[src/rtl/mult_accum_pkg.sv]
// Shared definitions for the mult_accum product accumulator: FSM encoding,
// default group length and counter sizing helper.
package mult_accum_pkg;

    typedef enum logic {
        ST_ACC  = 1'b0,
        ST_HOLD = 1'b1
    } state_t;

    localparam int LEN_DEFAULT = 4;

    function automatic int cnt_width(input int len);
        return $clog2(len);
    endfunction

endpackage

[src/rtl/mult_accum_if.sv]
// Product input / result output bundle between multiplier, accumulator and sink.
// master = upstream driver side, slave = accumulator side.
interface mult_accum_if #(
    parameter int width = 8,
    parameter int ACC_W = 2*width + 4
);
    logic                    prod_valid;
    logic signed [2*width-1:0] prod;
    logic                    res_valid;
    logic                    res_ready;
    logic signed [ACC_W-1:0] res;

    modport master (
        output prod_valid,
        output prod,
        output res_ready,
        input  res_valid,
        input  res
    );

    modport slave (
        input  prod_valid,
        input  prod,
        input  res_ready,
        output res_valid,
        output res
    );
endinterface

[src/rtl/mult_accum_acc_sat_add.sv]
// Signed ACC_W-bit adder with overflow detect; clamps to the signed range
// when MULT_ACCUM_SAT_EN is defined, otherwise wraps.
module acc_sat_add #(
    parameter int ACC_W = 20
) (
    input  logic signed [ACC_W-1:0] a,
    input  logic signed [ACC_W-1:0] b,
    output logic signed [ACC_W-1:0] sum,
    output logic                    ovf
);
    logic signed [ACC_W-1:0] raw;

    always_comb begin
        raw = a + b;
        // Overflow only when both operands share a sign the result lacks.
        ovf = (a[ACC_W-1] == b[ACC_W-1]) && (raw[ACC_W-1] != a[ACC_W-1]);
`ifdef MULT_ACCUM_SAT_EN
        if (ovf) begin
            sum = a[ACC_W-1] ? {1'b1, {(ACC_W-1){1'b0}}}
                             : {1'b0, {(ACC_W-1){1'b1}}};
        end else begin
            sum = raw;
        end
`else
        sum = raw;
`endif
    end

endmodule

[src/rtl/mult_accum.sv]
// Accumulates LEN signed products into one result with a valid/ready output.
// Optional clamp on overflow: define MULT_ACCUM_SAT_EN.
module mult_accum
    import mult_accum_pkg::*;
#(
    parameter int width = 8,
    parameter int LEN   = LEN_DEFAULT,
    parameter int ACC_W = 2*width + 4
) (
    input  logic         clk,
    input  logic         rst_n,
    input  logic         clr,
    mult_accum_if.slave  bus,
    output logic         busy,
    output logic         ovf,
    output logic         drop
);
    localparam int CNT_W = cnt_width(LEN);
    localparam logic [CNT_W-1:0] CNT_LAST = CNT_W'(LEN - 1);

    state_t                  state_reg, state_next;
    logic signed [ACC_W-1:0] acc_reg, acc_next;
    logic [CNT_W-1:0]        cnt_reg, cnt_next;
    logic signed [ACC_W-1:0] res_reg, res_next;
    logic                    res_valid_reg, res_valid_next;
    logic                    ovf_reg, ovf_next;
    logic                    drop_reg, drop_next;

    logic signed [ACC_W-1:0] prod_ext;
    logic signed [ACC_W-1:0] sum;
    logic                    add_ovf;

    assign prod_ext = ACC_W'(bus.prod);

    acc_sat_add #(
        .ACC_W (ACC_W)
    ) u_add (
        .a   (acc_reg),
        .b   (prod_ext),
        .sum (sum),
        .ovf (add_ovf)
    );

    always_ff @(posedge clk) begin
        if (!rst_n) begin
            state_reg     <= ST_ACC;
            acc_reg       <= '0;
            cnt_reg       <= '0;
            res_reg       <= '0;
            res_valid_reg <= 1'b0;
            ovf_reg       <= 1'b0;
            drop_reg      <= 1'b0;
        end else begin
            state_reg     <= state_next;
            acc_reg       <= acc_next;
            cnt_reg       <= cnt_next;
            res_reg       <= res_next;
            res_valid_reg <= res_valid_next;
            ovf_reg       <= ovf_next;
            drop_reg      <= drop_next;
        end
    end

    always_comb begin
        state_next     = state_reg;
        acc_next       = acc_reg;
        cnt_next       = cnt_reg;
        res_next       = res_reg;
        res_valid_next = res_valid_reg;
        ovf_next       = ovf_reg;
        drop_next      = 1'b0;

        if (clr) begin
            // res keeps its last value; only the control/accumulation state clears.
            state_next     = ST_ACC;
            acc_next       = '0;
            cnt_next       = '0;
            res_valid_next = 1'b0;
            ovf_next       = 1'b0;
        end else begin
            case (state_reg)
                ST_ACC: begin
                    if (bus.prod_valid) begin
                        ovf_next = ovf_reg | add_ovf;
                        if (cnt_reg == CNT_LAST) begin
                            res_next       = sum;
                            res_valid_next = 1'b1;
                            acc_next       = '0;
                            cnt_next       = '0;
                            state_next     = ST_HOLD;
                        end else begin
                            acc_next = sum;
                            cnt_next = cnt_reg + 1'b1;
                        end
                    end
                end
                ST_HOLD: begin
                    if (bus.res_ready) begin
                        res_valid_next = 1'b0;
                        state_next     = ST_ACC;
                        // A product arriving on the handshake cycle opens the next group.
                        if (bus.prod_valid) begin
                            acc_next = prod_ext;
                            cnt_next = CNT_W'(1);
                        end
                    end else if (bus.prod_valid) begin
                        drop_next = 1'b1;
                    end
                end
                default: begin
                    state_next = ST_ACC;
                end
            endcase
        end
    end

    assign bus.res       = res_reg;
    assign bus.res_valid = res_valid_reg;
    assign busy          = (cnt_reg != '0);
    assign ovf           = ovf_reg;
    assign drop          = drop_reg;

endmodule

[src/flat_wrapper.sv]
// flat-port wrapper written by rule: the top's interface ports become plain ports
module mult_accum_flat import mult_accum_pkg::*;
#(
    parameter int width = 8,
    parameter int LEN   = LEN_DEFAULT,
    parameter int ACC_W = 2*width + 4
)
  (clk, rst_n, clr, busy, ovf, drop, bus_prod_valid, bus_prod, bus_res_ready, bus_res_valid, bus_res);
  mult_accum_if #(.width(width), .ACC_W(ACC_W)) bus_i ();
  input  logic clk;
  input  logic rst_n;
  input  logic clr;
  output logic busy;
  output logic ovf;
  output logic drop;
  input wire logic [$bits(bus_i.prod_valid)-1:0] bus_prod_valid;
  input wire logic [$bits(bus_i.prod)-1:0] bus_prod;
  input wire logic [$bits(bus_i.res_ready)-1:0] bus_res_ready;
  output wire logic [$bits(bus_i.res_valid)-1:0] bus_res_valid;
  output wire logic [$bits(bus_i.res)-1:0] bus_res;
  assign bus_i.prod_valid = bus_prod_valid;
  assign bus_i.prod = bus_prod;
  assign bus_i.res_ready = bus_res_ready;
  assign bus_res_valid = bus_i.res_valid;
  assign bus_res = bus_i.res;
  mult_accum #(.width(width), .LEN(LEN), .ACC_W(ACC_W)) u_core (.clk(clk), .rst_n(rst_n), .clr(clr), .bus(bus_i), .busy(busy), .ovf(ovf), .drop(drop));
endmodule
[config.mk]
export PLATFORM = sky130hd
export DESIGN_NAME = mult_accum_flat
export DESIGN_NICKNAME = d
export VERILOG_FILES = /design/src/rtl/mult_accum_pkg.sv /design/src/rtl/mult_accum_if.sv /design/src/rtl/mult_accum_acc_sat_add.sv /design/src/rtl/mult_accum.sv /design/src/flat_wrapper.sv
export SDC_FILE = /design/constraint.sdc
export NUM_CORES = 1
export LEC_CHECK = 0
export CAP_MARGIN = 20
export CORE_MARGIN = 8
export CORE_UTILIZATION = 49
export DETAILED_ROUTE_END_ITERATION = 16
export GPL_ROUTABILITY_DRIVEN = 0
export PLACE_DENSITY = 0.79
export SLEW_MARGIN = 10
export SYNTH_ARGS = -nofsm -noshare
export SYNTH_HDL_FRONTEND = slang
export SYNTH_HIERARCHICAL = 1
export SYNTH_SLANG_ARGS = --single-unit
[constraint.sdc]
create_clock -name clk -period 3.49 [get_ports clk]
set_input_delay 1.047 -clock clk [delete_from_list [all_inputs] [get_ports clk]]
set_output_delay 1.047 -clock clk [all_outputs]
set_load 0.1 [all_outputs]
Yosys cells after proc, flatten, opt, wreduce, memory -nomap -nowiden

Index checks and enable logic that the tools add are counted.

Bits in registers: 46
Input port bits: 21
Output and inout bits: 24

Add/sub/neg operators: 2
Eq/ne operators: 7
Muxes and demuxes: 19
Bitwise logic cells: 4
Reduce and logical (&&, ||, !) cells: 8

Operators with widths:

| operator                                              | number |
|---|---|
| 2-to-1 mux 20 bit                                     | 4 |
| one-hot mux 20 bit (2 select lines)                   | 1 |
| adder 20 x 16 -> 20 bit                               | 1 |
| 2-to-1 mux 2 bit                                      | 4 |
| 2-to-1 mux 1 bit                                      | 7 |
| inequality test 2 bit, second input constant          | 3 |
| AND reduction 3 bit                                   | 2 |
| one-hot mux 1 bit (2 select lines)                    | 2 |
| one-hot mux 2 bit (2 select lines)                    | 1 |
| AND reduction 4 bit                                   | 1 |
| OR reduction 4 bit                                    | 1 |
| inverter 1 bit                                        | 3 |
| adder 2 x 1 -> 2 bit, second input constant           | 1 |
| equality test 2 bit, second input constant            | 1 |
| inequality test 2 x 1 -> 1 bit, second input constant | 1 |
| AND reduction 2 bit                                   | 1 |
| nonzero test 2 bit                                    | 1 |
| OR reduction 2 bit                                    | 1 |
| equality test 1 bit                                   | 1 |
| logical AND 1 bit                                     | 1 |
| inequality test 1 bit                                 | 1 |
| OR 1 bit                                              | 1 |

Logic depth before layout (Yosys ltp)

Word-level depth: 4
Depth in mapped cells: 10
Depth with buffers taken out: 10

By module

Netlist, hierarchy kept.

By module, submodules not included:

| module      | times used | cells an instance | area each (sq um) | sequential area each (sq um) |
|---|---|---|---|---|
| mult_accum  | 1          | 233               | 1961.9            | 920.9 |
| acc_sat_add | 1          | 135               | 1072.3            | 0.0 |

Worst setup path after synthesis

No wires, ideal clock.

Path type: input to register
Start: input bus_prod[0]
End: register u_core.acc_reg[14]
Setup time: 0.091 ns
Data arrival time: 3.336 ns
Required time: 3.399 ns
Slack: 0.063 ns
Stages on the path: 10
Cell sequence: ha_1 -> fa_1 -> a21oi_1 -> nor2_1 -> nor4_2 -> o31ai_2 -> a21oi_1 -> xnor2_1 -> or3b_2 -> a311oi_1

Longest elaborated chain between the ends: 4

RTL lines:

| what                                | line                         | source |
|---|---|---|
| start: declaration                  | flat_wrapper.sv:17           | `input wire logic [$bits(bus_i.prod)-1:0] bus_prod;` |
| adder 20 x 16 -> 20 bit             | mult_accum_acc_sat_add.sv:14 | `raw = a + b;` |
| named net u_core.sum[14]            | mult_accum.sv:30             | `logic signed [ACC_W-1:0] sum;` |
| 2-to-1 mux 20 bit                   | mult_accum.sv:85             | `if (cnt_reg == CNT_LAST) begin` |
| 2-to-1 mux 20 bit                   | mult_accum.sv:83             | `if (bus.prod_valid) begin` |
| one-hot mux 20 bit (2 select lines) | mult_accum.sv:81             | `case (state_reg)` |
| end signal: assignment              | mult_accum.sv:55             | `acc_reg <= acc_next;` |
| end: declaration                    | mult_accum.sv:22             | `logic signed [ACC_W-1:0] acc_reg, acc_next;` |

The timed path passes the listed nets, and every way through them passes these cells. The select of a mux whose other input is x is not followed.
A chain may end at the register's enable or synchronous reset.

Worst setup path in the final report

Start: input bus_prod[2]
End: register u_core.acc_reg[13]

The elaborated chain is that of the path after synthesis.

==> results.md <==
- Status: finished, final reports clean
- Syn Inst Count: 368
- Yosys reg bits: 46
- Place WS: -0.546 ns
- Fin. max-slew vios: 0
- Std cell rows: 28
- Max-cap viol count: 0
- Relative max-transition margin: 60.5%
- Inst Count DP: 512
- Worst setup SP type: input pin
- Power Dens Cells: 319 nW/um^2
- Final worst setup slack: 0.0604 ns
- Via density: 5.86
- Power consumption: 1.30 mW
- Final instance area: 4090 sq um
- Die Wd: 94.7 um
- Reg-to-reg slack, setup: 0.82 ns
- DR iter-0 viols: 200
- Leading cell type in the layout, fill and taps excluded: buf_4
- PortBufs: 44
- CTS root buf: clkbuf_8
- DP HPWL: 5960 um
- Clock Skews: 0.00646 ns
- Setup Crit Path Kind: in2reg
- Worst-path clk slew: 0.09 ns
- Leak: 1.75 nW
- DR WL/cell: 16.2 um
- Most frequent cells in the layout: buf_4 (76), dfxtp_1 (46), nand2_1 (41), a21oi_1 (41), o21ai_0 (39)
- Fin Setup TNS: 0 ns
- H-tree Lvls: 2
- WHS: 0.466 ns
- Hold WC Path Type: reg2reg
- DR pass1 iterations: 4
- Arr. time, crit path: 3.65 ns
- Number of global-route vias before repair: 2902
- Core area: 5960 sq um
- Number of antenna-violating nets in the routed design: 0
- Clock latency on the worst-skew pair: 0.30 ns
- Clk sinks: 46
- Slew @ Worst Pin: 0.592 ns
- Maximum fanout along the worst path: 3
- GRT overflow: 0
- Total GRT Usage: 18.3%
- Final Cycle Share: 98.3%
- CTS tree: done
- Achievable clock frequency: 0.292 GHz
- Drt drc: 0
- CTS Buffer Depth: 2
- Dominant synthesized flop cell: dfxtp_1
- Mapped Nets: 412
- Drt total wl: 8470 um
- Fraction of registers with async set/reset: 0%
- Post-Syn Area per Cell: 8.25 sq um
- Unique cell type count in the Yosys netlist: 55
- Starting density of the core: 50.9%
- Synth-to-layout area growth: 34.9%
- TritonCTS Buffers: 5
- Layout cells sized above 1: 29.2%
- Nets: 492
- # setup viols final: 0
- Critical Path End Type: flop
- Placed Area: 3770 sq um
- Tmin final: 3.43 ns
- Synth warnings: 6
- Worst vdd ir: 0.000183 V
- Critical Path RT: 3.71 ns
- First-pass GRT wire length: 13400 um
- Die H: 94.7 um
- Die area: 8970 sq um
- Via count: 3069
- Final non-filler cell total: 524
- Final Hold Viols: 0
- Mapped Area: 3030 sq um
- Initial antenna violation count: 0
- Post-synthesis sequential area ratio: 30.4%
- N_diodes: 0
- Number of flops mapped to enable cells by yosys: 0
- Pin count of the biggest net entering global routing: 38
- Layout Utilization: 68.7%
- Number of top-level pins: 45
layer usage:
| layer | track usage [%] | part of all wire [%] | vias up |
|---|---|---|---|
| met4 | 5.20 | 1.7 | 0 |
| met1 | 22.8 | 44 | 1462 |
| li1 | - | - | 1516 |
| met5 | 0 | 0 | - |
| met2 | 31.1 | 49 | 76 |
| met3 | 3.97 | 5.6 | 15 |
power breakdown:
group / switching [mW] / total (mW) / leakage, nW / internal, mW
logic: 0.204 / 0.413 / 1.33 / 0.209
clock network: 0.183 / 0.343 / 0.0482 / 0.160
registers: 0.0111 / 0.549 / 0.373 / 0.538
total: 0.398 / 1.30 / 1.75 / 0.906
logic make-up after synthesis:
group / after synthesis / share of synthesized area, %
compound gates: 134 / 29.2
xor+xnor: 17 / 4.91
fa+ha+maj: 23 / 9.73
buf+inv: 32 / 4.54
flops: 46 / 30.4
mux: 2 / 0.660
simple gates: 114 / 20.6
final timing paths:
check	start	end	cells after the start
min	u_core/bus.res[3]	u_core/bus.res[3]	2
min reg2reg	u_core/bus.res[3]	u_core/bus.res[3]	2
max reg2reg	u_core/acc_reg[0]	u_core/acc_reg[14]	11
max	bus_prod[2]	u_core/acc_reg[13]	10
Yosys cell counts (2+ instances only):
master / n / area share (%)
nand3_1: 24 / 4.0
nor2_1: 8 / 0.99
a21o_1: 6 / 1.5
nand2_1: 41 / 5.1
dfxtp_1: 46 / 30
or3b_2: 5 / 1.4
xnor2_1: 11 / 3.2
a21oi_1: 44 / 7.3
o21a_1: 3 / 0.74
a311oi_1: 15 / 4.3
a211oi_1: 6 / 1.5
mux2i_1: 2 / 0.66
clkbuf_1: 15 / 1.9
xor2_1: 6 / 1.7
nor2b_1: 3 / 0.62
or3b_1: 10 / 2.9
inv_1: 8 / 0.99
nand2b_1: 3 / 0.62
o21ai_1: 3 / 0.49
buf_2: 7 / 1.2
nor3_1: 5 / 0.82
o21ai_0: 39 / 6.4
or3_1: 2 / 0.41
ha_1: 22 / 9.1
nand4_1: 2 / 0.41
o21bai_1: 3 / 0.74
cell type report:
type | instances | area, sq um
tap | 75 | 93.8
clock buffer | 7 | 86.3
timing repair buffer | 97 | 798
fill | 476 | 1860
multi-input combinational | 290 | 2160
sequential | 46 | 921
clock inverter | 1 | 5.00
inverter | 8 | 30.0
worst max-delay path: stages:
cell	delay [ns]
clkdlybuf4s50_1	0.50
ha_2	0.31
o21ai_2	0.14
and4bb_4	0.26
o311ai_4	0.27
nand2_4	0.09
a31oi_4	0.20
xnor2_2	0.13
or3b_2	0.46
a311oi_2	0.23
repair_timing:
item,in CTS,in global routing
pin swaps,8,8
cloned,0,0
buffers inserted,1,2
resized for setup,11,24
hold buffers,0,0
setup endpoints to repair,9,9
Note: power is estimated with default switching activity, not from simulation.
